$ cat src/rtl/srt2_seq_ctrl_if.sv
// Handshake and result bundle for the sequential radix-2 SRT divider.
// Latency: none (wires only).
// Backpressure: none; start is a request that the sequencer samples only while idle.
// Signals: start/Deimpartit/Impartitor come from the requester; busy/done/dbz/Cat/Rest
// (and nz_ops when SRT2_STATS_EN is defined) come back from the sequencer.
interface srt2_seq_ctrl_if #(
  parameter int N = 8
);
  logic         start;
  logic [N-1:0] Deimpartit;
  logic [N-1:0] Impartitor;
  logic         busy;
  logic         done;
  logic         dbz;
  logic [N-1:0] Cat;
  logic [N-1:0] Rest;
`ifdef SRT2_STATS_EN
  logic [3:0]   nz_ops;

  modport master (output start, Deimpartit, Impartitor,
                  input  busy, done, dbz, Cat, Rest, nz_ops);
  modport slave  (input  start, Deimpartit, Impartitor,
                  output busy, done, dbz, Cat, Rest, nz_ops);
`else
  modport master (output start, Deimpartit, Impartitor,
                  input  busy, done, dbz, Cat, Rest);
  modport slave  (input  start, Deimpartit, Impartitor,
                  output busy, done, dbz, Cat, Rest);
`endif
endinterface

$ cat src/rtl/srt2_seq_ctrl.sv
// Sequential radix-2 SRT unsigned divider: normalise, N iterations, correct, denormalise.
// Latency: k+11 edges after the accepting edge (k = leading zeros of divisor); 1 edge for divide-by-zero.
// Backpressure: start is honoured only in IDLE; requests while busy are dropped, never queued.
// Ports: clk, rst (sync, active-low); bus = srt2_seq_ctrl_if.slave carrying start/operands in
// and busy/done/dbz/Cat/Rest out. Optional macro SRT2_STATS_EN adds bus.nz_ops (add/sub count).
module srt2_seq_ctrl #(
  parameter int N  = 8,
  parameter int KW = 3
) (
  input  logic           clk,
  input  logic           rst,
  srt2_seq_ctrl_if.slave bus
);
  // Partial remainder carries one guard bit above its nominal 9 bits: |P| stays below y
  // (up to 255), so 2P+1 can reach +/-510 and would wrap in 9 bits.
  localparam int PW = N + 2;

  typedef enum logic [2:0] {S_IDLE, S_NORM, S_ITER, S_CORR, S_DENORM, S_DONE} state_t;

  state_t        r_state, w_state_nxt;
  logic [PW-1:0] r_p;
  logic [N-1:0]  r_x, r_y, r_cat, r_rest;
  logic [KW-1:0] r_k, r_it;
  logic          r_dbz;
  logic          w_busy, w_done;
  logic [PW-1:0] w_p_sh, w_y_ext, w_p_iter;
  logic [N-1:0]  w_x_sh, w_x_iter;
  logic          w_sub, w_add;
`ifdef SRT2_STATS_EN
  logic [3:0]    r_ops, r_nz_ops;
`endif

  // One SRT step: shift {P,x} left, then choose digit from the top of P.
  always_comb begin
    w_p_sh  = {r_p[PW-2:0], r_x[N-1]};
    w_x_sh  = {r_x[N-2:0], 1'b0};
    w_y_ext = {2'b00, r_y};
    // P >= 2^(N-2): digit +1.  P < -2^(N-2): digit -1.  Otherwise digit 0.
    w_sub    = !w_p_sh[PW-1] && (w_p_sh[PW-2:N-2] != '0);
    w_add    =  w_p_sh[PW-1] && (w_p_sh[PW-2:N-2] != '1);
    w_p_iter = w_p_sh;
    w_x_iter = w_x_sh;
    if (w_sub) begin
      w_p_iter = w_p_sh - w_y_ext;
      w_x_iter = w_x_sh + N'(1);
    end else if (w_add) begin
      w_p_iter = w_p_sh + w_y_ext;
      w_x_iter = w_x_sh - N'(1);
    end
  end

  // State register
  always_ff @(posedge clk) begin
    if (!rst) r_state <= S_IDLE;
    else      r_state <= w_state_nxt;
  end

  // Next-state logic
  always_comb begin
    w_state_nxt = r_state;
    case (r_state)
      S_IDLE:   if (bus.start) w_state_nxt = (bus.Impartitor != '0) ? S_NORM : S_DONE;
      S_NORM:   if (r_y[N-1]) w_state_nxt = S_ITER;
      S_ITER:   if (r_it == KW'(N-1)) w_state_nxt = S_CORR;
      S_CORR:   w_state_nxt = S_DENORM;
      S_DENORM: w_state_nxt = S_DONE;
      S_DONE:   w_state_nxt = S_IDLE;
      default:  w_state_nxt = S_IDLE;
    endcase
  end

  // Control outputs
  always_comb begin
    w_busy = (r_state != S_IDLE);
    w_done = (r_state == S_DONE);
  end

  // Datapath
  always_ff @(posedge clk) begin
    if (!rst) begin
      r_p    <= '0;
      r_x    <= '0;
      r_y    <= '0;
      r_k    <= '0;
      r_it   <= '0;
      r_cat  <= '0;
      r_rest <= '0;
      r_dbz  <= 1'b0;
`ifdef SRT2_STATS_EN
      r_ops    <= '0;
      r_nz_ops <= '0;
`endif
    end else begin
      case (r_state)
        S_IDLE: if (bus.start) begin
          if (bus.Impartitor != '0) begin
            r_x <= bus.Deimpartit;
            r_y <= bus.Impartitor;
            r_p <= '0;
            r_k <= '0;
`ifdef SRT2_STATS_EN
            r_ops <= '0;
`endif
          end else begin
            r_cat  <= '1;
            r_rest <= bus.Deimpartit;
            r_dbz  <= 1'b1;
`ifdef SRT2_STATS_EN
            r_nz_ops <= '0;
`endif
          end
        end
        S_NORM: begin
          if (r_y[N-1]) begin
            r_it <= '0;
          end else begin
            {r_p, r_x} <= {r_p[PW-2:0], r_x, 1'b0};
            r_y        <= {r_y[N-2:0], 1'b0};
            r_k        <= r_k + KW'(1);
          end
        end
        S_ITER: begin
          r_p  <= w_p_iter;
          r_x  <= w_x_iter;
          r_it <= r_it + KW'(1);
`ifdef SRT2_STATS_EN
          if (w_sub || w_add) r_ops <= r_ops + 4'd1;
`endif
        end
        S_CORR: if (r_p[PW-1]) begin
          // Negative remainder: restore and take one back from the quotient.
          r_p <= r_p + w_y_ext;
          r_x <= r_x - N'(1);
`ifdef SRT2_STATS_EN
          r_ops <= r_ops + 4'd1;
`endif
        end
        S_DENORM: begin
          r_cat  <= r_x;
          r_rest <= r_p[N-1:0] >> r_k;
          r_dbz  <= 1'b0;
`ifdef SRT2_STATS_EN
          r_nz_ops <= r_ops;
`endif
        end
        default: ;
      endcase
    end
  end

  assign bus.busy = w_busy;
  assign bus.done = w_done;
  assign bus.dbz  = r_dbz;
  assign bus.Cat  = r_cat;
  assign bus.Rest = r_rest;
`ifdef SRT2_STATS_EN
  assign bus.nz_ops = r_nz_ops;
`endif
endmodule

$ cat src/flat_wrapper.sv
// flat-port wrapper written by rule: the top's interface ports become plain ports
module srt2_seq_ctrl_flat 
#(
  parameter int N  = 8,
  parameter int KW = 3
)
  (clk, rst, bus_start, bus_Deimpartit, bus_Impartitor, bus_busy, bus_done, bus_dbz, bus_Cat, bus_Rest);
  srt2_seq_ctrl_if #(.N(N)) bus_i ();
  input  logic clk;
  input  logic rst;
  input wire logic [$bits(bus_i.start)-1:0] bus_start;
  input wire logic [$bits(bus_i.Deimpartit)-1:0] bus_Deimpartit;
  input wire logic [$bits(bus_i.Impartitor)-1:0] bus_Impartitor;
  output wire logic [$bits(bus_i.busy)-1:0] bus_busy;
  output wire logic [$bits(bus_i.done)-1:0] bus_done;
  output wire logic [$bits(bus_i.dbz)-1:0] bus_dbz;
  output wire logic [$bits(bus_i.Cat)-1:0] bus_Cat;
  output wire logic [$bits(bus_i.Rest)-1:0] bus_Rest;
  assign bus_i.start = bus_start;
  assign bus_i.Deimpartit = bus_Deimpartit;
  assign bus_i.Impartitor = bus_Impartitor;
  assign bus_busy = bus_i.busy;
  assign bus_done = bus_i.done;
  assign bus_dbz = bus_i.dbz;
  assign bus_Cat = bus_i.Cat;
  assign bus_Rest = bus_i.Rest;
  srt2_seq_ctrl #(.N(N), .KW(KW)) u_core (.clk(clk), .rst(rst), .bus(bus_i));
endmodule
$ cat config.mk
export PLATFORM = sky130hd
export DESIGN_NAME = srt2_seq_ctrl_flat
export DESIGN_NICKNAME = d
export VERILOG_FILES = /design/src/rtl/srt2_seq_ctrl_if.sv /design/src/rtl/srt2_seq_ctrl.sv /design/src/flat_wrapper.sv
export SDC_FILE = /design/constraint.sdc
export NUM_CORES = 1
export LEC_CHECK = 0
export ABC_AREA = 0
export BUFFER_PORTS_ARGS = -buffer_cell sky130_fd_sc_hd__buf_2
export CORE_ASPECT_RATIO = 0.75
export CORE_MARGIN = 2
export CORE_UTILIZATION = 61
export CTS_BUF_LIST = sky130_fd_sc_hd__clkbuf_16
export DETAILED_ROUTE_END_ITERATION = 12
export GPL_TIMING_DRIVEN = 0
export PLACE_DENSITY = 0.81
export SYNTH_ARGS = -nofsm -noshare
export SYNTH_HDL_FRONTEND = slang
export SYNTH_SLANG_ARGS = --single-unit
$ cat constraint.sdc
create_clock -name clk -period 3 [get_ports clk]
set_input_delay 0.15 -clock clk [delete_from_list [all_inputs] [get_ports clk]]
set_output_delay 0.15 -clock clk [all_outputs]
set_load 0.1 [all_outputs]
==> metrics.md, run 1 <==
| Metric | Value |
|---|---|
| Share of layout cells above drive strength 1 | between 10% and 20% |
| Buffers on Ports | 36 |
| Core area | a little under 0.007 mm2 |
| Peak VDD IR | between 0.5 and 0.6 mV |
| RSZ-0062 raised after global routing | no |
| Count leader, synth | dfxtp_1 |
| Setup WS pre-CTS | between 0.4 and 0.5 ns |
| Routed wire per std cell | between 20 and 25 um |
| Post-CTS resize count | 0 |
| GPL Wtd Cong | 1.01 |
| Worst Path Required | roughly 3.2 ns |
| Iteration-0 DRC Markers | 593 |
| Synth top area share | 23.7% |
| Area growth from synthesis to layout | 10.4% |
| Drt total wl | 14.1 mm |
| Sw frac | 43.9% |
| Initial Utilization | 63.6% |
| Worst rel slew slack | roughly a fifth |
| Post-CTS Setup Inserts | 0 |
| Max-slew violation count | 0 |
| Number of fill cells | between 600 and 700 |
| Post-Syn Instances | about 550 |
| Seq/Total Area, Yosys | between 20% and 30% |
| Dominant cell type by area after synthesis | dfxtp_1 |
| Leakage | between 1.5 and 2 nW |
| First-pass GRT wire length | approximately 22 mm |
| # rows | 26 |
| DP Wirelength | around 11 mm |
| Reg clk slew, reported paths | approximately 0.080 ns |
| Pin count of the biggest net entering global routing | 19 |
| Outcome | completed |
| Hold slack | approximately 0.15 ns |
| Pin slew with the least headroom to its limit | between 1 and 1.5 ns |
| Top-level port count | 38 |
| Async SR Flop Fraction | 0% |
| DRT antenna net count | 0 |
| Total CTS buffers | 5 |
| Overall Global Routing Usage | between 30% and 40% |
| Cell Count, Final, Fillers Out | 687 |
| TritonCTS clock tree | done |
| Congestion Overflow GR | 0 |
| Hold Crit Class | input port to register |
| Worst Setup Path Type | register to register |
| Arr. time, crit path | approximately 2.8 ns |
| Power, Total | 2.71 mW |
| Antenna violations before repair | 0 |
| Syn Nets | about 600 |
| Fin util | approximately 70% |
| EDFF count, synth | 0 |
| Max Freq | ~380 MHz |
| Register area | roughly 0.0010 mm2 |
| Clock Latency Late Sink | around 0.29 ns |
| Seq cells post-synth | 52 |
| Post-synthesis cell type count | about 80 |
| CTS Root Cell | clkbuf_16 |
| Via density | 6.80 |
| Critical path startpoint category | register |
| Syn avg cell area | around 8.0 um2 |
| Cell area after synthesis | approximately 0.0044 mm2 |
| Placed Cells | about 680 |
| Tmin final | ~2.6 ns |
| Max cap viols | 0 |
| CP endpoint kind | register |
| Clock skew | 0.00624 ns |
| Synth Flop Type | dfxtp_1 |
| Diodes inserted | 0 |
| Final Hold Fails | 0 |
| Power Density | between 500 and 600 mW/mm2 |
| Max clock buf depth | 2 |
| Final worst slack | 0.374 ns |
| Multi-input logic area | approximately 0.003 mm2 |
| Die width | 102 um |
| Power share of the combinational group | 46.1% |
| Final setup viols | 0 |
| Clock Power Share | ~22% |
| H-Tree Depth | 2 |
| Crit Path Max Fanout | 10 |
| Final setup TNS | 0 ns |
| Die Area | 0.00789 mm2 |
| Remaining DRCs | 0 |
| Vias in the first global route | just over 4000 |
| Int Pwr | 1.52 mW |
| Reg power frac | 31.5% |
| Placed Instance Area | around 0.0047 mm2 |
| Die Y | ~77 um |
| First-pass DRT Iterations | 5 |
| Yosys warning count | 0 |
| Post-route cell area | 0.00484 mm2 |
| Area contributors post-synth | dfxtp_1, ha_1, a21oi_1, o21ai_0, nor2_1 |
| Nets | approximately 640 |
| Synth cell count leaders | dfxtp_1, nor2_1, a21oi_1 |
| CTS Sinks | 52 |
| DR vias | 4674 |
| Hold buffers post-CTS | 0 |
| Final critical-path share of the clock period | 87.5% |
| Psw | approximately 1.2 mW |
state kept, by name, indices dropped and copies added, names as in the netlist:
register / flops
u_core.bus.Rest: 8
u_core.r_x: 8
u_core.r_y: 8
u_core.r_it: 3
u_core.bus.dbz: 1
u_core.r_k: 3
u_core.bus.Cat: 8
u_core.r_p: 10
u_core.r_state: 3
power by group through the flow:
stage | sequential [mW] | combinational (mW) | clock (mW)
after floorplan | 0.843 | 0.900 | 0
after global placement | 0.860 | 1.16 | 0
after detailed placement | 0.864 | 1.19 | 0
after CTS | 0.848 | 1.21 | 0.606
after global routing | 0.860 | 1.35 | 0.631
final | 0.854 | 1.25 | 0.606
final timing paths:
path	slack (ns)	to	depth (start not counted)	start
setup / recovery	0.37	u_core.r_p[8]	8	u_core.r_y[5]
hold / removal	0.15	u_core.r_y[0]	3	bus_Impartitor[0]
setup reg to reg	0.37	u_core.r_p[8]	8	u_core.r_y[5]
hold reg to reg	0.48	u_core.bus.Rest[3]	2	u_core.bus.Rest[3]
per-layer routing:
| metal | global-route usage [%] | wire length [um] |
|---|---|---|
| met5 | 0 | 0 |
| met4 | 5.20 | 153 |
| met3 | 8.47 | 1920 |
| met2 | 51.9 | 5940 |
| met1 | 56.1 | 6120 |
logic make-up (layout without fill, tap and decap cells):
family	count (synthesis)	after routing	synth area share, %
simple gates	165	165	19.4
mux	15	15	4.28
fa+ha+maj	31	31	9.36
buf+inv	67	111	7.05
flops	52	52	23.7
compound gates	205	205	34.2
xor+xnor	10	10	2.00
final cells by class:
type / instances / share of cell area (%)
Multi-Input combinational cell: 426 / 62.7
Tap cell: 98 / 2.53
Buffer: 40 / 4.29
Clock buffer: 5 / 2.59
Sequential cell: 52 / 21.5
Timing Repair Buffer: 36 / 3.72
Clock inverter: 3 / 0.569
Inverter: 27 / 2.09
worst max-delay path, cell delays in order (launching register included):
cell and delay [ns]:
dfxtp_1 0.49, inv_1 0.08, ha_1 0.30, clkbuf_1 0.35, nor4_1 0.10, nor3_1 0.53
a32oi_1 0.24, mux2i_1 0.16, o31a_1 0.27
cell usage in the layout (no fill, tap or decap), types with 5 or more instances in the layout:
cell type / netlist / final
inv_1: 26 / 26
nor4_1: 5 / 5
a31oi_1: 8 / 8
a22oi_1: 15 / 15
nand3_1: 13 / 13
a21oi_1: 45 / 45
a221o_1: 5 / 5
clkbuf_16: 0 / 5
o31ai_1: 5 / 5
ha_1: 28 / 28
nor2b_1: 10 / 10
a21o_1: 5 / 5
nor3_1: 9 / 9
o221a_2: 8 / 8
buf_2: 13 / 49
o221ai_1: 6 / 6
xnor2_1: 8 / 8
nor2_1: 46 / 46
o31a_1: 5 / 5
clkbuf_1: 18 / 18
o21ai_0: 40 / 40
nand2_1: 42 / 42
nand2b_1: 12 / 12
mux2i_1: 12 / 12
a211oi_1: 7 / 7
dfxtp_1: 52 / 52
o211ai_1: 10 / 10
(Power assumes the default switching activity.)
==> run 2, diff against run 1 <==
--- a/config.mk
+++ b/config.mk
@@ -7,13 +7,15 @@
 export LEC_CHECK = 0
 export ABC_AREA = 0
 export BUFFER_PORTS_ARGS = -buffer_cell sky130_fd_sc_hd__buf_2
+export CELL_PAD_IN_SITES_DETAIL_PLACEMENT = 2
+export CELL_PAD_IN_SITES_GLOBAL_PLACEMENT = 2
 export CORE_ASPECT_RATIO = 0.75
 export CORE_MARGIN = 2
-export CORE_UTILIZATION = 61
+export CORE_UTILIZATION = 36
 export CTS_BUF_LIST = sky130_fd_sc_hd__clkbuf_16
 export DETAILED_ROUTE_END_ITERATION = 12
 export GPL_TIMING_DRIVEN = 0
-export PLACE_DENSITY = 0.81
+export PLACE_DENSITY_LB_ADDON = 0.1
 export SYNTH_ARGS = -nofsm -noshare
 export SYNTH_HDL_FRONTEND = slang
 export SYNTH_SLANG_ARGS = --single-unit
==> metrics.md, run 2 (synthesized netlist as in run 1, its figures left out) <==
| Metric | Value |
|---|---|
| Via density | 6.21 (was 6.80) |
| Worst Setup Path Type | register to register (unchanged) |
| Top-level port count | 38 (unchanged) |
| Final setup viols | 0 (unchanged) |
| First-pass DRT Iterations | 5 (unchanged) |
| Area growth from synthesis to layout | 12.2% (was 10.4%) |
| Routed wire per std cell | 23.9 um (was 20.6 um) |
| Final setup TNS | 0 ns (unchanged) |
| Clock skew | 0.00585 ns (was 0.00624 ns) |
| Final worst slack | 0.255 ns (was 0.374 ns) |
| DP Wirelength | 13.8 mm (was 10.7 mm) |
| Nets | 638 (unchanged) |
| Vias in the first global route | 4760 (was 4119) |
| Die Y | 99.6 um (was 77.4 um) |
| Overall Global Routing Usage | 27.7% (was 36.2%) |
| RSZ-0062 raised after global routing | no (unchanged) |
| Buffers on Ports | 36 (unchanged) |
| Met2 WL post-DR | 7.74 mm (was 5.94 mm) |
| Remaining DRCs | 0 (unchanged) |
| DRT antenna net count | 0 (unchanged) |
| H-Tree Depth | 2 (unchanged) |
| Crit Path Max Fanout | 4 (was 10) |
| Clock Latency Late Sink | 0.30 ns (was 0.29 ns) |
| Post-CTS resize count | 0 (unchanged) |
| CP delay by family, top | compound AO/OA/AOI/OAI gates (was simple AND/OR/NAND/NOR gates) |
| TritonCTS clock tree | done (unchanged) |
| Crit-path slowest cell | fa_1 (was nor3_1) |
| M1 WL | 9.26 mm (was 6.12 mm) |
| Peak VDD IR | 0.247 mV (was 0.514 mV) |
| Antenna violations before repair | 0 (unchanged) |
| Max clock buf depth | 2 (unchanged) |
| Setup WS pre-CTS | 0.331 ns (was 0.451 ns) |
| DR vias | 4662 (was 4674) |
| Final Hold Fails | 0 (unchanged) |
| # rows | 34 (was 26) |
| CTS Sinks | 52 (unchanged) |
| Die Area | 0.0131 mm2 (was 0.00789 mm2) |
| Congestion Overflow GR | 0 (unchanged) |
| WP depth | 9 (was 8) |
| Outcome | completed (unchanged) |
| Core area | 0.0117 mm2 (was 0.00690 mm2) |
| Initial Utilization | 37.3% (was 63.6%) |
| Hold buffers post-CTS | 0 (unchanged) |
| Metal3 WL | 730 um (was 1.92 mm) |
| Critical path startpoint category | register (unchanged) |
| CP Capture Point | u_core.r_p[8] (unchanged) |
| Drt total wl | 18.0 mm (was 14.1 mm) |
| Die width | 131 um (was 102 um) |
| Max Freq | 364 MHz (was 381 MHz) |
| Hold Crit Class | input port to register (unchanged) |
| First-pass GRT wire length | 28.1 mm (was 22.1 mm) |
| Reg clk slew, reported paths | 0.08 ns (about the same) |
| CTS Root Cell | clkbuf_16 (unchanged) |
| Worst R2R End | u_core.r_p[8] (unchanged) |
| Leakage | 1.89 nW (unchanged) |
| GPL Wtd Cong | 0.884 (was 1.01) |
| R2R cell count | 9 (was 8) |
| Pin slew with the least headroom to its limit | 1.39 ns (was 1.20 ns) |
| Slowest cell delay on critical path | 0.44 ns (was 0.53 ns) |
| Crit path buf inv count | 1 (was 2) |
| Register area | 0.00104 mm2 (unchanged) |
| Max cap viols | 0 (unchanged) |
| Number of fill cells | 1409 (was 601) |
| Commonest non-fill, non-tap cell in the layout | dfxtp_1 (unchanged) |
| FF-to-FF Start | u_core.r_x[7] (was u_core.r_y[5]) |
| Final critical-path share of the clock period | 91.5% (was 87.5%) |
| Biggest register | u_core.r_p (unchanged) |
| Iteration-0 DRC Markers | 416 (was 593) |
| Largest register FFs | 10 (unchanged) |
| Max layer used | met4 (unchanged) |
| Share of layout cells above drive strength 1 | 16.5% (unchanged) |
| Total CTS buffers | 5 (unchanged) |
| Crit. Startpoint | u_core.r_x[7] (was u_core.r_y[5]) |
| Max-slew violation count | 0 (unchanged) |
| Power, Total | 2.79 mW (was 2.71 mW) |
| CP endpoint kind | register (unchanged) |
| Worst R2R Setup Slack | 0.25 ns (was 0.37 ns) |
| Arr. time, crit path | 2.94 ns (was 2.81 ns) |
| Tmin final | 2.75 ns (was 2.63 ns) |
| Worst rel slew slack | 6.80% (was 19.5%) |
| Multi-input logic area | 0.00303 mm2 (unchanged) |
| Power Density | 566 mW/mm2 (was 559 mW/mm2) |
| Pin count of the biggest net entering global routing | 19 (unchanged) |
| Worst Path Required | 3.20 ns (was 3.19 ns) |
| CP Cell Sequence | inv_1 > ha_1 > fa_1 > nor2b_1 > o2111ai_1 > a21oi_1 > or3_1 > mux2i_1 > o31a_1 (was inv_1 > ha_1 > clkbuf_1 > nor4_1 > nor3_1 > a32oi_1 > mux2i_1 > o31a_1) |
| Diodes inserted | 0 (unchanged) |
| Post-CTS Setup Inserts | 0 (unchanged) |
| Most frequent cells in the layout | dfxtp_1, buf_2, nor2_1, a21oi_1, nand2_1 (unchanged) |
## run 2: cell counts in the layout (fill, tap and decap cells not counted)
Identical to the previous run, type by type.
## run 2: area by class of cell
class                      instances  share of cell area (%)
multi-input combinational        426                    61.7
clock inverter                     3                   0.560
sequential                        52                    21.2
timing repair buffer              36                    3.66
clock buffer                       5                    2.54
inverter                          27                    2.06
buffer                            40                    4.22
tap                              162                    4.12
## run 2: worst min-delay path by stage
stage / start / end / cells after the start
after global routing: bus_Impartitor[0] / u_core.r_y[0] / 3
after floorplan: bus_Impartitor[0] / u_core.r_y[0] / 2
final: bus_Impartitor[0] / u_core.r_y[0] / 3
after detailed placement: bus_Impartitor[0] / u_core.r_y[0] / 3
after CTS: bus_Impartitor[0] / u_core.r_y[0] / 3
after global placement: bus_Impartitor[0] / u_core.r_y[0] / 3
## run 2: worst min-delay path: cells and delay by family
kind,cells,cell delay (ns)
AOI/OAI and AO/OA,1,0.07
buffers and inverters,1,0.09
and+or+nand+nor,1,0.08
## run 2: per-layer routing
metal / global-route usage (%) / vias to the layer above
li1: - / 2129
met1: 42.1 / 2397
met2: 42.4 / 116
met3: 2.80 / 20
met4: 5.43 / 0
met5: 0 / -
## run 2: through the flow
step	area [um2]	utilization (%)	hold slack, ns	cells
final	4920	41.9	0.125	751
after global routing	4920	41.9	0.157	751
after CTS	4920	41.9	0.130	751
after detailed placement	4770	40.6	0.439	743
after global placement	4770	40.6	0.423	743
after floorplan	4380	-	0.313	545
## run 2: power by group
part	total [mW]	switching (mW)	internal, mW
logic	1.30	0.854	0.448
clock network	0.629	0.311	0.318
registers	0.855	0.101	0.754
total	2.79	1.27	1.52
==> run 3, diff against run 2 <==
--- a/config.mk
+++ b/config.mk
@@ -15,7 +15,7 @@
 export CTS_BUF_LIST = sky130_fd_sc_hd__clkbuf_16
 export DETAILED_ROUTE_END_ITERATION = 12
 export GPL_TIMING_DRIVEN = 0
-export PLACE_DENSITY_LB_ADDON = 0.1
+export PLACE_DENSITY = 0.86
 export SYNTH_ARGS = -nofsm -noshare
 export SYNTH_HDL_FRONTEND = slang
 export SYNTH_SLANG_ARGS = --single-unit
==> metrics.md, run 3 (synthesized netlist as in run 1, its figures left out) <==
| Metric | Value |
|---|---|
| Outcome | completed (unchanged) |
| Max clock buf depth | 2 (unchanged) |
| Final setup TNS | 0 ns (unchanged) |
| RSZ-0062 raised after global routing | no (unchanged) |
| Fin util | 41.8% (was 41.9%) |
| DP Wirelength | 14.6 mm (was 13.8 mm) |
| GPL Wtd Cong | 0.865 (was 0.884) |
| Commonest non-fill, non-tap cell in the layout | dfxtp_1 (unchanged) |
| Peak VDD IR | 0.237 mV (was 0.247 mV) |
| Reg clk slew, reported paths | 0.08 ns (about the same) |
| Top-level port count | 38 (unchanged) |
| Remaining DRCs | 0 (unchanged) |
| First-pass GRT wire length | 30.5 mm (was 28.1 mm) |
| Leakage | 1.89 nW (about the same) |
| Buffers on Ports | 36 (unchanged) |
| Power Density | 579 mW/mm2 (was 566 mW/mm2) |
| Pin count of the biggest net entering global routing | 18 (was 19) |
| Vias in the first global route | 5143 (was 4760) |
| CP endpoint kind | register (unchanged) |
| Hold buffers post-CTS | 0 (unchanged) |
| Final setup viols | 0 (unchanged) |
| Worst Path Required | 3.21 ns (was 3.20 ns) |
| Die width | 131 um (unchanged) |
| First-pass DRT Iterations | 5 (unchanged) |
| Pin slew with the least headroom to its limit | 1.26 ns (was 1.39 ns) |
| Final critical-path share of the clock period | 89.8% (was 91.5%) |
| CTS Sinks | 52 (unchanged) |
| DR vias | 4841 (was 4662) |
| Clock Latency Late Sink | 0.31 ns (was 0.30 ns) |
| Post-route cell area | 0.00491 mm2 (was 0.00492 mm2) |
| Largest register FFs | 10 (unchanged) |
| M1 WL | 8.80 mm (was 9.26 mm) |
| DRT antenna net count | 0 (unchanged) |
| Slowest cell delay on critical path | 0.52 ns (was 0.44 ns) |
| Die Y | 99.6 um (unchanged) |
| Area growth from synthesis to layout | 12.1% (was 12.2%) |
| Arr. time, crit path | 2.90 ns (was 2.94 ns) |
| TritonCTS clock tree | done (unchanged) |
| Register area | 0.00104 mm2 (unchanged) |
| Via density | 6.45 (was 6.21) |
| Crit path buf inv count | 1 (unchanged) |
| Worst rel slew slack | 15.6% (was 6.80%) |
| Core area | 0.0117 mm2 (unchanged) |
| Hold Crit Class | input port to register (unchanged) |
| Biggest register | u_core.r_p (unchanged) |
| Met2 WL post-DR | 9.26 mm (was 7.74 mm) |
| Antenna violations before repair | 0 (unchanged) |
| # rows | 34 (unchanged) |
| Max Freq | 371 MHz (was 364 MHz) |
| H-Tree Depth | 2 (unchanged) |
| Share of layout cells above drive strength 1 | 16.5% (unchanged) |
| Multi-input logic area | 0.00303 mm2 (unchanged) |
| CTS Root Cell | clkbuf_16 (unchanged) |
| Die Area | 0.0131 mm2 (unchanged) |
| Drt total wl | 19.9 mm (was 18.0 mm) |
| Post-CTS Setup Inserts | 0 (unchanged) |
| Number of fill cells | 1360 (was 1409) |
| Iteration-0 DRC Markers | 390 (was 416) |
| Diodes inserted | 0 (unchanged) |
| Most frequent cells in the layout | dfxtp_1, buf_2, nor2_1, a21oi_1, nand2_1 (unchanged) |
| Max layer used | met4 (unchanged) |
| Final Hold Fails | 0 (unchanged) |
| Power, Total | 2.84 mW (was 2.79 mW) |
| Tmin final | 2.69 ns (was 2.75 ns) |
| Nets | 638 (unchanged) |
| Metal3 WL | 1.58 mm (was 730 um) |
| Congestion Overflow GR | 0 (unchanged) |
| Critical path startpoint category | register (unchanged) |
| Post-CTS resize count | 0 (unchanged) |
| Initial Utilization | 37.3% (unchanged) |
| Overall Global Routing Usage | 30.5% (was 27.7%) |
| CP Cell Sequence | ha_1 > inv_1 > fa_1 > nor2b_1 > o31ai_1 > a21oi_1 > o21ai_0 > nor3b_1 > o31a_1 (was inv_1 > ha_1 > fa_1 > nor2b_1 > o2111ai_1 > a21oi_1 > or3_1 > mux2i_1 > o31a_1) |
| Clock skew | 0.00687 ns (was 0.00585 ns) |
| Crit Path Max Fanout | 8 (was 4) |
| CP delay by family, top | compound AO/OA/AOI/OAI gates (unchanged) |
| Total CTS buffers | 5 (unchanged) |
| Max-slew violation count | 0 (unchanged) |
| Routed wire per std cell | 26.5 um (was 23.9 um) |
| Crit-path slowest cell | dfxtp_1 (was fa_1) |
| Worst Setup Path Type | register to register (unchanged) |
| Max cap viols | 0 (unchanged) |
| Placed Instance Area | 0.00477 mm2 (unchanged) |
[run 3: cell counts in the layout (fill, tap and decap cells not counted)]
Identical to the previous run, type by type.
[run 3: final cells by class]
class                           instances  area share [%]
Tap cell                              162            4.13
Clock inverter                          3           0.433
Sequential cell                        52            21.2
Inverter                               27            2.06
Clock buffer                            5            2.55
Timing Repair Buffer                   36            3.67
Buffer                                 40            4.23
Multi-Input combinational cell        426            61.8
[run 3: worst register-to-register path, delay by kind of cell, from the launching register on]
kind | cells | cell delay, ns
and+or+nand+nor | 2 | 0.37
DFF | 1 | 0.52
AOI/OAI and AO/OA | 4 | 0.92
adders and majority gates | 2 | 0.71
buffers and inverters | 1 | 0.08
[run 3: through the flow]
stage,hold WS [ns],cells,setup WS [ns]
final,0.119,751,0.307
after global routing,0.133,751,0.183
after CTS,0.120,751,0.363
after detailed placement,0.448,743,0.390
after global placement,0.424,743,0.418
after floorplan,0.313,545,0.852
[run 3: path summary, 6_finish.rpt]
| path | startpoint | end | slack, ns | cells past startpoint |
|---|---|---|---|---|
| worst max register to register | u_core.r_p[0] | u_core.r_p[8] | 0.31 | 9 |
| worst min-delay path | bus_Impartitor[0] | u_core.r_y[0] | 0.12 | 3 |
| worst max-delay path | u_core.r_p[0] | u_core.r_p[8] | 0.31 | 9 |
| worst min register to register | u_core.bus.Rest[3] | u_core.bus.Rest[3] | 0.50 | 2 |
[run 3: power breakdown]
part	switching [mW]	leakage, nW	internal (mW)
Clock	0.319	0.0702	0.313
Sequential	0.108	0.423	0.754
Combinational	0.897	1.39	0.451
Total	1.32	1.89	1.52
[run 3: metal layers]
layer,GRT usage (%),vias up
met3,6.78,21
met4,7.69,0
met1,40.4,2489
met5,0,-
met2,50.6,202
li1,-,2129
